===== src/rtl/mpu_bus_initiator.sv =====
// Host-side command port to ChronoCube MPU bus master.
// Runs one bus cycle per command with parameterised setup, strobe and hold phases.
module mpu_bus_initiator #(
    parameter int ADDR_WIDTH    = 16,
    parameter int DATA_WIDTH    = 16,
    parameter int SETUP_CYCLES  = 1,
    parameter int STROBE_CYCLES = 2,
    parameter int HOLD_CYCLES   = 1
) (
    input  logic                  clk,
    input  logic                  reset,

    input  logic                  cmd_valid,
    output logic                  cmd_ready,
    input  logic                  cmd_write,
    input  logic [ADDR_WIDTH-1:0] cmd_addr,
    input  logic [1:0]            cmd_be,
    input  logic [DATA_WIDTH-1:0] cmd_wdata,

    output logic                  rsp_valid,
    output logic [DATA_WIDTH-1:0] rsp_rdata,
    output logic                  rsp_was_read,

    output logic                  _mpu_en,
    output logic                  _mpu_rd,
    output logic                  _mpu_wr,
    output logic [1:0]            _mpu_be,
    output logic [ADDR_WIDTH-1:0] mpu_addr,
    output logic [DATA_WIDTH-1:0] mpu_wdata,
    input  logic [DATA_WIDTH-1:0] mpu_rdata
);

    localparam logic [1:0] ST_IDLE   = 2'd0;
    localparam logic [1:0] ST_SETUP  = 2'd1;
    localparam logic [1:0] ST_STROBE = 2'd2;
    localparam logic [1:0] ST_HOLD   = 2'd3;

    // Counter reload values: a phase of N cycles counts N-1 down to 0.
    localparam logic [3:0] SETUP_LOAD  = 4'(SETUP_CYCLES - 1);
    localparam logic [3:0] STROBE_LOAD = 4'(STROBE_CYCLES - 1);
    localparam logic [3:0] HOLD_LOAD   = 4'(HOLD_CYCLES - 1);

    if (SETUP_CYCLES < 1 || SETUP_CYCLES > 15) begin : g_bad_setup
        $error("mpu_bus_initiator: SETUP_CYCLES must be 1..15");
    end
    if (STROBE_CYCLES < 1 || STROBE_CYCLES > 15) begin : g_bad_strobe
        $error("mpu_bus_initiator: STROBE_CYCLES must be 1..15");
    end
    if (HOLD_CYCLES < 1 || HOLD_CYCLES > 15) begin : g_bad_hold
        $error("mpu_bus_initiator: HOLD_CYCLES must be 1..15");
    end

    logic [1:0]            state_q, state_d;
    logic [3:0]            cnt_q, cnt_d;
    logic                  write_q, write_d;
    logic                  en_n_q, en_n_d;
    logic                  rd_n_q, rd_n_d;
    logic                  wr_n_q, wr_n_d;
    logic [1:0]            be_n_q, be_n_d;
    logic [ADDR_WIDTH-1:0] addr_q, addr_d;
    logic [DATA_WIDTH-1:0] wdata_q, wdata_d;
    logic                  rsp_valid_q, rsp_valid_d;
    logic [DATA_WIDTH-1:0] rsp_rdata_q, rsp_rdata_d;
    logic                  rsp_was_read_q, rsp_was_read_d;
    logic                  phase_done;

    assign phase_done = (cnt_q == 4'd0);
    assign cmd_ready  = (state_q == ST_IDLE) & ~reset;

    always_comb begin
        state_d        = state_q;
        cnt_d          = cnt_q;
        write_d        = write_q;
        en_n_d         = en_n_q;
        rd_n_d         = rd_n_q;
        wr_n_d         = wr_n_q;
        be_n_d         = be_n_q;
        addr_d         = addr_q;
        wdata_d        = wdata_q;
        rsp_valid_d    = 1'b0;
        rsp_rdata_d    = rsp_rdata_q;
        rsp_was_read_d = rsp_was_read_q;

        case (state_q)
            ST_IDLE: begin
                if (cmd_valid) begin
                    state_d = ST_SETUP;
                    cnt_d   = SETUP_LOAD;
                    write_d = cmd_write;
                    en_n_d  = 1'b0;
                    be_n_d  = ~cmd_be;
                    addr_d  = cmd_addr;
                    wdata_d = cmd_write ? cmd_wdata : '0;
                end
            end
            ST_SETUP: begin
                if (phase_done) begin
                    state_d = ST_STROBE;
                    cnt_d   = STROBE_LOAD;
                    rd_n_d  = write_q;
                    wr_n_d  = ~write_q;
                end else begin
                    cnt_d = cnt_q - 4'd1;
                end
            end
            ST_STROBE: begin
                if (phase_done) begin
                    // The edge closing the last strobe cycle captures read data.
                    state_d        = ST_HOLD;
                    cnt_d          = HOLD_LOAD;
                    rd_n_d         = 1'b1;
                    wr_n_d         = 1'b1;
                    rsp_valid_d    = 1'b1;
                    rsp_rdata_d    = write_q ? '0 : mpu_rdata;
                    rsp_was_read_d = ~write_q;
                end else begin
                    cnt_d = cnt_q - 4'd1;
                end
            end
            ST_HOLD: begin
                if (phase_done) begin
                    state_d = ST_IDLE;
                    en_n_d  = 1'b1;
                    be_n_d  = 2'b11;
                    addr_d  = '0;
                    wdata_d = '0;
                end else begin
                    cnt_d = cnt_q - 4'd1;
                end
            end
            default: begin
                state_d = ST_IDLE;
            end
        endcase
    end

    always_ff @(posedge clk) begin
        if (reset) begin
            state_q        <= ST_IDLE;
            cnt_q          <= 4'd0;
            write_q        <= 1'b0;
            en_n_q         <= 1'b1;
            rd_n_q         <= 1'b1;
            wr_n_q         <= 1'b1;
            be_n_q         <= 2'b11;
            addr_q         <= '0;
            wdata_q        <= '0;
            rsp_valid_q    <= 1'b0;
            rsp_rdata_q    <= '0;
            rsp_was_read_q <= 1'b0;
        end else begin
            state_q        <= state_d;
            cnt_q          <= cnt_d;
            write_q        <= write_d;
            en_n_q         <= en_n_d;
            rd_n_q         <= rd_n_d;
            wr_n_q         <= wr_n_d;
            be_n_q         <= be_n_d;
            addr_q         <= addr_d;
            wdata_q        <= wdata_d;
            rsp_valid_q    <= rsp_valid_d;
            rsp_rdata_q    <= rsp_rdata_d;
            rsp_was_read_q <= rsp_was_read_d;
        end
    end

    assign _mpu_en      = en_n_q;
    assign _mpu_rd      = rd_n_q;
    assign _mpu_wr      = wr_n_q;
    assign _mpu_be      = be_n_q;
    assign mpu_addr     = addr_q;
    assign mpu_wdata    = wdata_q;
    assign rsp_valid    = rsp_valid_q;
    assign rsp_rdata    = rsp_rdata_q;
    assign rsp_was_read = rsp_was_read_q;

endmodule

===== config.mk =====
export PLATFORM = sky130hd
export DESIGN_NAME = mpu_bus_initiator
export DESIGN_NICKNAME = d
export VERILOG_FILES = /design/src/rtl/mpu_bus_initiator.sv
export SDC_FILE = /design/constraint.sdc
export NUM_CORES = 1
export LEC_CHECK = 0
export BUFFER_PORTS_ARGS = -buffer_cell sky130_fd_sc_hd__buf_2
export CORE_ASPECT_RATIO = 0.7
export CORE_MARGIN = 1
export CORE_UTILIZATION = 49
export CTS_BUF_LIST = sky130_fd_sc_hd__clkbuf_2 sky130_fd_sc_hd__clkbuf_4 sky130_fd_sc_hd__clkbuf_8
export DETAILED_ROUTE_END_ITERATION = 12
export HOLD_SLACK_MARGIN = 0.15
export PLACE_DENSITY = 0.82
export SLEW_MARGIN = 20
export SYNTH_ARGS = -nofsm -noshare
export SYNTH_HDL_FRONTEND = slang
export SYNTH_SLANG_ARGS = --single-unit
export TNS_END_PERCENT = 10

===== constraint.sdc =====
create_clock -name clk -period 2.4 [get_ports clk]
set_input_delay 0 -clock clk [delete_from_list [all_inputs] [get_ports clk]]
set_output_delay 0 -clock clk [all_outputs]
set_load 0.01 [all_outputs]

# Word-level counts from Yosys, hierarchy flattened
# Index checks and enable logic that the tools add are counted.
word_totals:
  reg_bits: 62
  latchBits: 0
  ramBits: 0
  rom_bits: 0
  inputBits: 54
  output_inout_bits: 56
  wordCells: 64
  n_memories: 0
classes:
  addsub: 1
  mul: 0
  div: 0
  order_cmp: 0
  n_eq_ne: 8
  shift: 0
  muxes: 27
  bitwise: 5
  n_reduce_logical: 11
op_table:
  columns: ["operator", "count"]
  rows:
  - ["$mux 16", 5]
  - ["$pmux 16 s2", 2]
  - ["$mux 4", 4]
  - ["$pmux 4 s4", 1]
  - ["$mux 2", 5]
  - ["$ne 2x2->1 const B", 5]
  - ["$pmux 2 s4", 1]
  - ["$pmux 1 s2", 3]
  - ["$reduce_and 2->1", 3]
  - ["$reduce_and 3->1", 2]
  - ["$mux 1", 5]
  - ["$eq 2x2->1 const B", 2]
  - ["$logic_not 4->1", 1]
  - ["$pmux 2 s2", 1]
  - ["$reduce_and 4->1", 1]
  - ["$reduce_bool 2->1", 2]
  - ["$sub 4x1->4 const B", 1]
  - ["$not 1->1", 3]
  - ["$eq 2x1->1 const B", 1]
  - ["$logic_not 2->1", 1]
  - ["$not 2->2", 1]
  - ["$reduce_or 2->1", 1]
  - ["$and 1x1->1", 1]

# Depth between registers and ports, before layout
depth:
  depth_word: 3
  depth_mapped: 8
  mapped_depth_nobuf: 5

# Least setup slack after synthesis
# Ideal clock, no wire load.
synth_path:
  path_type: "register -> register"
  from: "register cnt_q[0]"
  to: "register rsp_rdata_q[0] (netlist: rsp_rdata[0])"
  setup_ns: 0.059
  arrival_time_ns: 1.717
  required_time_ns: 2.341
  slack_ns: 0.625
  path_stages_with_launch: 7
  n_path_buf: 1
  synth_period_minus_slack_ns: 1.775
  path_cell_list: "dfxtp_1 inv_1 ha_1 nor3b_2 a21oi_1 clkbuf_1 a22o_1"
synth_between:
  elab_chain_len: 2
synth_lines:
  columns: ["item", "line_no", "text"]
  rows:
  - ["start: declaration", "54", "logic [3:0] cnt_q, cnt_d;"]
  - ["start signal: assignment", "153", "cnt_q <= cnt_d;"]
  - ["$logic_not 4->1", "67", "assign phase_done = (cnt_q == 4'd0);"]
  - ["$reduce_and 2->1 (no line)", null, null]
  - ["end signal: assignment", "162", "rsp_rdata_q <= rsp_rdata_d;"]
  - ["end: declaration", "63", "logic [DATA_WIDTH-1:0] rsp_rdata_q, rsp_rdata_d;"]
# Every way passes these cells.
# A chain may end at the register's enable or synchronous reset.

# Worst setup path after layout
layout_path:
  from: "register state_q[0]"
  to: "register write_q"
layout_between:
  elab_chain_len: 2
layout_lines:
  columns: ["item", "line_no", "text"]
  rows:
  - ["start: declaration", "53", "logic [1:0] state_q, state_d;"]
  - ["start signal: assignment", "152", "state_q <= state_d;"]
  - ["$logic_not 2->1", "84", "case (state_q)"]
  - ["$reduce_and 2->1 (no line)", null, null]
  - ["end signal: assignment", "154", "write_q <= write_d;"]
  - ["end: declaration", "55", "logic write_q, write_d;"]
# Every way passes these cells.

==> metrics.txt <==
status=finished clean; RePlAce Congestion=0.798; setup violators final=0; multiplexer area fraction after synthesis=6.94%; via density per instance=5.35; clk_lat worst skew=350 ps; fill cell count=297; area of the multi-input gates=1230 sq um; Setup Buffers After CTS=0; Power, Total=4190 uW; Yosys reg bits=62; final max-slew violation count=0; # diodes=0; Adder-Cell Fraction of Synth Area=3.38%; Worst Path Arrival=2510 ps; Starting Density=52.5%; Min-Delay Path Class=input pin to flop; CTS tree=built; Post-synth top cells=62 x dfxtp_1, 54 x nand2_1, 25 x a21oi_1; crit start category=flop; # Max-Cap Violations=0; largest stage delay on the critical path=590 ps; largest net degree at the start of global routing=27; Clock Tree Buf Depth=2; Critical Path Sink Type=flop; CTS root buffer=clkbuf_8; DR pass1 iterations=4; Worst Setup Slack, final=120 ps; CP max FO=7; complex-gate fraction of the synthesized area=20.3%; Die Footprint=5600 sq um; Post-Synth XOR/XNOR Area=0%; Req. time, crit path=2630 ps; TritonCTS Buffers=9; Pleak=0.00192 uW; largest family of logic cells by synthesized area=compound AO/OA/AOI/OAI gates; Post-Synthesis Cells=274; Mapped Nets=335; total clock sinks=62; residual DRC count=0; synthesized area=2590 sq um; Yosys Warn Count=0; DP Worst Slack=374 ps; Reg area=1240 sq um; HPWL after detailed placement=4190 um; Tmin final=2280 ps; Die W=89.0 um; All-Layer GR Usage=30.9%; critical path, cell by cell=inv_1 > ha_1 > nand3_1 > dlygate4sd3_1 > a21oi_1 > dlygate4sd3_1; CP most frequent cell=dlygate4sd3_1; critical path class=flop to flop; I/O pin total=110; Synth area leaders=dfxtp_1 48%, nand2_1 7.8%, mux2i_1 6.9%; final hold violations=0; PwrDens=1020 nW/um^2; Area Overhead vs Synth=57.7%; DRT iter0 DRCs=220; post-synth cell types=40; WHS=401 ps; Avg Cell Area, Syn=9.47 sq um; EDFF count, synth=0; global-route wire length before repair=13100 um; Reg clk slew, reported paths=70 ps; slowest CP cell=dlygate4sd3_1; Simple-Gate Fraction of Synth Area=16.4%; dominant cell type by area after synthesis=dfxtp_1; antenna violation net count after detailed routing=0; Nets=511; layout cells sized above 1=30.3%; DR vias=2802; DR WL/cell=15.7 um; vias in the first global route=2788; Setup TNS Final=0 ps; asr flop ratio synth=0%; sequential area share after synthesis=47.8%; most instantiated library cell after synthesis=dfxtp_1; placement row count=21; H-tree levels=3; GRT overflow=0; RSZ-0062 raised after global routing=no; Worst Skew=9.79 ps; worst slew pin tran=838 ps; peak supply drop=0.000627 V; Core Region=4940 sq um; final core occ=82.8%; Rel. slew slack=44.1%; ys flop type=dfxtp_1; fmax=0.439 GHz; final worst-path cycle share=95.0%; DRT Wirelength=8240 um; initial antenna violation count=0; Port Buf Inserts=109; Vert. Die Dim=62.9 um; share of the synthesized area in the top cell type=47.8%
## per-stage QoR
step                cell area [sq um]  cells
global placement                 3170    437
finish                           4090    524
floorplan                        2590    274
CTS                              4090    524
detailed placement               3170    437
global route                     4090    524
## where the power goes
group | internal (uW) | switching [uW] | total (uW)
Clock | 519 | 413 | 932
Sequential | 1280 | 174 | 1450
Combinational | 807 | 998 | 1810
Total | 2600 | 1590 | 4190
## kinds of logic after synthesis
kind of cell / Yosys count
AND/OR/NAND/NOR: 84
AO/OA/AOI/OAI: 74
flip-flops: 62
buffers and inverters: 29
multiplexers: 18
adder cells (fa/ha/maj): 7
## worst max-delay path, delay by kind of cell (launching register included)
| family | cells | cell delay (ps) |
|---|---|---|
| AOI/OAI and AO/OA | 1 | 70 |
| adders and majority gates | 1 | 290 |
| buffers and inverters | 3 | 1280 |
| DFF | 1 | 400 |
| and+or+nand+nor | 1 | 120 |
## flip-flops by register name, indices dropped and copies added (netlist names)
name,cells
rsp_valid,1
rsp_was_read,1
_mpu_rd,1
write_q,1
mpu_addr,16
_mpu_wr,1
mpu_wdata,16
_mpu_en,1
rsp_rdata,16
state_q,2
cnt_q,4
_mpu_be,2
## final cells by class
type / count / area share (%)
inverters: 8 / 0.734
clock buffers: 11 / 3.55
multi-input cells: 183 / 30.0
clock inverters: 5 / 1.44
repair buffers: 186 / 31.8
flip-flops and latches: 62 / 30.3
well taps: 69 / 2.11
## final timing paths
path,cells past startpoint,to,start,slack (ps)
worst min register to register,2,mpu_wdata[6]$_SDFFE_PP0P_,mpu_wdata[6]$_SDFFE_PP0P_,460
worst min-delay path,3,rsp_rdata[11]$_SDFFE_PP0P_,mpu_rdata[11],400
worst max register to register,6,write_q$_SDFFE_PP0P_,state_q[0]$_SDFFE_PP0P_,120
worst max-delay path,6,write_q$_SDFFE_PP0P_,state_q[0]$_SDFFE_PP0P_,120
## layout by cell type (no fill, tap or decap), drive strengths merged, types with 4 or more instances in the layout
cell / synthesis / layout
a32oi: 16 / 16
buf: 8 / 115
nor3b: 4 / 4
mux2i: 18 / 18
inv: 7 / 7
nor2: 4 / 4
nand2b: 4 / 4
dfxtp: 62 / 62
dlygate4sd3: 0 / 71
clkbuf: 13 / 11
ha: 7 / 7
o21ai: 7 / 7
nand2: 54 / 54
a21oi: 25 / 25
a22o: 16 / 16
## repair_timing
item | CTS | global route
gates resized for setup | 0 | 2
hold buffers | 71 | 0
endpoints found under the setup margin | 0 | 16
hold endpoints to repair | 54 | 0
## routing by layer
layer,vias up,share of wire [%],wire (um),GRT usage [%]
li1,1340,-,-,-
met1,1301,42,3490,37.8
met3,23,7.0,574,10.7
met5,-,0,0,0
met2,138,49,4010,50.5
met4,0,2.0,167,9.92
No activity file was read; power rests on OpenSTA's default activity.
